**config.mk**
```make
export PLATFORM = sky130hd
export DESIGN_NAME = sport1_clkfs_gen
export DESIGN_NICKNAME = d
export VERILOG_FILES = /design/src/rtl/sport1_clkfs_gen.sv
export SDC_FILE = /design/constraint.sdc
export NUM_CORES = 1
export LEC_CHECK = 0
export CORE_ASPECT_RATIO = 1.25
export CORE_MARGIN = 2
export CORE_UTILIZATION = 48
export CTS_BUF_LIST = sky130_fd_sc_hd__clkbuf_8
export DETAILED_ROUTE_END_ITERATION = 8
export PLACE_DENSITY = 0.78
export SYNTH_ARGS = -nofsm -noshare
export SYNTH_HDL_FRONTEND = slang
export SYNTH_SLANG_ARGS = --single-unit
```
**constraint.sdc**
```tcl
create_clock -name DSPCLK -period 2.6 [get_ports DSPCLK]
set_input_delay 0.65 -clock DSPCLK [delete_from_list [all_inputs] [get_ports DSPCLK]]
set_output_delay 0.65 -clock DSPCLK [all_outputs]
set_load 0.005 [all_outputs]
```
**src/rtl/sport1_clkfs_gen.sv**
```systemverilog
// sport1_clkfs_gen: SPORT1 internal serial clock and transmit frame sync generator
module sport1_clkfs_gen #(
  parameter int CNT_W = 16
) (
  input  logic             DSPCLK,
  input  logic             RST,
  input  logic             SPEN,
  input  logic             ISCLK,
  input  logic             INVxSCLK,
  input  logic             ITFS,
  input  logic             INVTFS,
  input  logic [CNT_W-1:0] SCLKDIV,
  input  logic [CNT_W-1:0] FSDIV,
  input  logic             SCLKDIV_we,
  output logic             SCLK_o,
  output logic             SCLK_rise,
  output logic             SCLK_fall,
  output logic             TFS_o,
  output logic             FS_pulse,
  output logic             BUSY
);
  typedef enum logic {IDLE, RUN} state_t;
  localparam logic [CNT_W-1:0] ONE = 1;
  state_t state, state_n;
  logic sclk, tfs, sclk_n, tfs_n, rise_n, fall_n, fs_n;
  logic [CNT_W-1:0] cnt, fcnt, cnt_n, fcnt_n;
  logic en, go, tgl, up;
  always_ff @(posedge DSPCLK or negedge RST)
    if (!RST) state <= IDLE;
    else state <= state_n;
  always_comb begin
    en      = SPEN & ISCLK;
    go      = (state == RUN) & en;
    tgl     = go & ~SCLKDIV_we & (cnt == '0);
    up      = tgl & ~sclk;
    state_n = en ? RUN : IDLE;
    sclk_n  = go & (sclk ^ tgl);
    cnt_n   = (!go || SCLKDIV_we || cnt == '0) ? SCLKDIV : cnt - ONE;
    fcnt_n  = !go ? '0 : up ? ((fcnt == '0) ? FSDIV : fcnt - ONE) : fcnt;
    tfs_n   = go & (up ? (fcnt == '0) : tfs);
    rise_n  = up;
    fall_n  = tgl & sclk;
    fs_n    = up & (fcnt == '0);
  end
  always_ff @(posedge DSPCLK or negedge RST)
    if (!RST) begin
      sclk      <= 1'b0;
      tfs       <= 1'b0;
      cnt       <= '0;
      fcnt      <= '0;
      SCLK_rise <= 1'b0;
      SCLK_fall <= 1'b0;
      FS_pulse  <= 1'b0;
    end else begin
      sclk      <= sclk_n;
      tfs       <= tfs_n;
      cnt       <= cnt_n;
      fcnt      <= fcnt_n;
      SCLK_rise <= rise_n;
      SCLK_fall <= fall_n;
      FS_pulse  <= fs_n;
    end
  assign BUSY   = (state == RUN);
  assign SCLK_o = sclk ^ INVxSCLK;
  assign TFS_o  = (tfs & ITFS) ^ INVTFS;
endmodule

```
==> out/metrics.yaml <==
syn_nets: 276
antenna_found_initial: 0
drive_gt1_share_pct: 15.2
clk_path_buf_depth: 2
powerDensity_nw_per_um2: 394
worst_pin_slew_ps: 853
n_antenna_cell: 0
skew_ps: 3.91
ys_types: 44
final_nets: 328
drc: 0
ctsHtreeMaxLevel: 2
ir_drop_v: 0.000250
dpl.hpwl_um: 3690
design.core.area_sq_um: 4460
die_w_um: 65.2
cts_hold_buf: 0
crit_slowest_cell: "clkdlybuf4s50_1"
grt_pass1_wl_um: 8490
grt_usage_pct: 20.7
startpoint: "ITFS"
critPathArrivalTime_ps: 1800
setup_violations: 0
die_y_um: 80.5
worst-path-max-fanout: 1
cp_num_buf_inv: 2
grt_pass1_vias: 1934
finalHoldViolations: 0
vias: 1917
cts.sinks: 38
drt_pass1_iterations: 4
postRouteAntennaNets: 0
r2r-start: "cnt[0]"
tritoncts: "done"
row_count: 27
synthFlopType: "dfrtp_1"
hold_path.class: "primary input to async pin"
path_class: "primary input to output port"
io-pin-count: 46
clk_pin_slew_ps: 70
via_per_inst: 5.64
async_reset_ff_share_pct: 100
synth_area_sq_um: 2240
pre_cts_ws_ps: -37.0
finalCriticalPeriod_ps: 2450
max-slew-margin-rel_pct: 43.1
cp_common_cell: "clkdlybuf4s50_1"
setup_slack_ps: 146
post-route-period-util_pct: 94.4
yosysWarnings: 0
wl_um: 5020
power_leakage_nw: 1.16
synth-edff-count: 0
cts_inserted_buffers: 5
clk_root_buffer_cell: "clkbuf_8"
rrSetupSlack_ps: 260
fin_setup_tns_ps: 0
grt_remaining_overflow: 0
synth_cells: 230
critPathMaxStageDelay_ps: 520
status: "finished, final reports clean"
wl_per_cell_um: 14.8
slew_violations: 0
grt_max_degree: 39
drt_iter0_markers: 137
max_freq_mhz: 407
worst-endpoint-required_ps: 1950
rsz0062_at_grt: "no"
critical_path.cell_chain: "clkdlybuf4s50_1 -> nand2_1 -> xnor2_1 -> clkdlybuf4s50_1"
crit_path_end_kind: "output port"
seq_area_frac_synth_pct: 42.4
initial_core_util_pct: 50.3
critPathLaunchType: "primary input"
max-cap-violations: 0
clk_latency_ps: 290
area_growth_pct: 29.1
cp_top_family: "buffers and inverters"
ys_ff_latch: 38
dieArea_sq_um: 5240
synth.avg_cell_area_sq_um: 9.76
port_buffers: 45
place.gp.congestion: 0.806
[routing by layer]
metal | vias up | global-route usage, % | part of all wire (%)
met2 | 39 | 38.5 | 52
met4 | 0 | 7.29 | 1.8
met5 | - | 0 | 0
met1 | 927 | 23.5 | 42
li1 | 944 | - | -
met3 | 7 | 3.78 | 3.7
[Yosys cell counts, types with 2 or more instances]
library cell  number  share of area (%)
ha_1               6                3.3
a211oi_1           2               0.67
buf_2              4               0.89
and2_1             2               0.56
a31oi_1            3               0.84
nand3_1            8                1.8
o2bb2ai_1          3                1.2
clkbuf_1           7                1.2
mux2i_1           10                4.5
xnor2_1           10                3.9
mux2_2            15                7.5
or3_1              2               0.56
nor2_1            16                2.7
or4_1              5                1.7
nand4b_1           2               0.78
nand2_1           15                2.5
o21a_1             3                1.0
nor3_1            10                2.2
nor4_1             8                2.2
o31ai_1            4                1.3
nand4_1            5                1.4
xor2_1             5                2.0
nor4b_1            2               0.78
dfrtp_1           38                 42
o22ai_1            4                1.1
a21boi_0           2               0.67
inv_1             10                1.7
a21oi_1            6                1.3
o21ai_0            8                1.8
[metrics by stage]
| stage | instance area, sq um | cells | hold WS [ps] | power, mW | util [%] |
|---|---|---|---|---|---|
| finish | 2900 | 340 | 464 | 1.14 | 65.0 |
| global route | 2900 | 340 | 535 | 1.19 | 65.0 |
| CTS | 2870 | 339 | 494 | 1.16 | 64.4 |
| detailed placement | 2790 | 332 | 536 | 0.768 | 62.6 |
| global placement | 2790 | 332 | 519 | 0.765 | 62.6 |
| floorplan | 2240 | 230 | 354 | 0.678 | - |
[where the power goes]
part           leakage (nW)  internal (mW)  switching, mW
sequential            0.493          0.606         0.0184
clock                0.0438          0.180          0.205
combinational         0.625         0.0867         0.0463
total                  1.16          0.873          0.270
[registers in the layout, indices dropped and copies added (netlist names)]
register,count
FS_pulse,1
fcnt,16
cnt,16
SCLK_fall,1
tfs,1
SCLK_rise,1
sclk,1
BUSY,1
[worst paths after layout]
path | end | cells after the start
worst min-delay path | cnt[5] | 1
worst max register to register | fcnt[15] | 9
worst max-delay path | TFS_o | 4
worst min register to register | tfs | 2
min in group DSPCLK | tfs | 2
max in group asynchronous | tfs | 1
[placed cells by master (no fill, tap or decap), drive strengths merged, types with 6 or more instances in the layout]
cell type,Yosys,routed
a21oi,6,6
nand2,15,15
nor3,10,10
nor4,9,9
dfrtp,38,38
xnor2,10,10
buf,5,13
mux2i,10,10
o21ai,8,8
mux2,15,15
ha,6,6
nand3,8,8
inv,10,10
nor2,16,16
clkdlybuf4s50,0,44
[worst register-to-register path, stage by stage, from the launching register on]
cell	delay (ps)
dfrtp_1	410
inv_1	110
ha_1	150
nor4b_2	190
nand4_1	210
nor3_2	250
ha_2	270
nand4b_1	110
or4_1	410
a31oi_1	170
[what timing repair did]
item                                    4_1_cts  5_1_grt
endpoints found under the setup margin        0       12
setup buffers                                 0        1
hold endpoints to repair                      0        0
gates resized for setup                       0        4
[cells by family after synthesis]
group / synth area share, %
AOI/OAI and AO/OA: 12.0
xor gates and xnor gates: 5.85
adders and majority gates: 3.34
buffers and inverters: 4.07
DFF: 42.4
muxes: 12.0
and+or+nand+nor: 20.4
[final cells by class]
class / instances / area, sq um
clock buffers: 5 / 68.8
clock inverters: 2 / 10.0
fillers: 372 / 1560
inverters: 10 / 37.5
multi-input cells: 170 / 1220
flip-flops and latches: 38 / 951
well taps: 58 / 72.6
repair buffers: 57 / 536
Note: power is estimated with default switching activity, not from simulation.
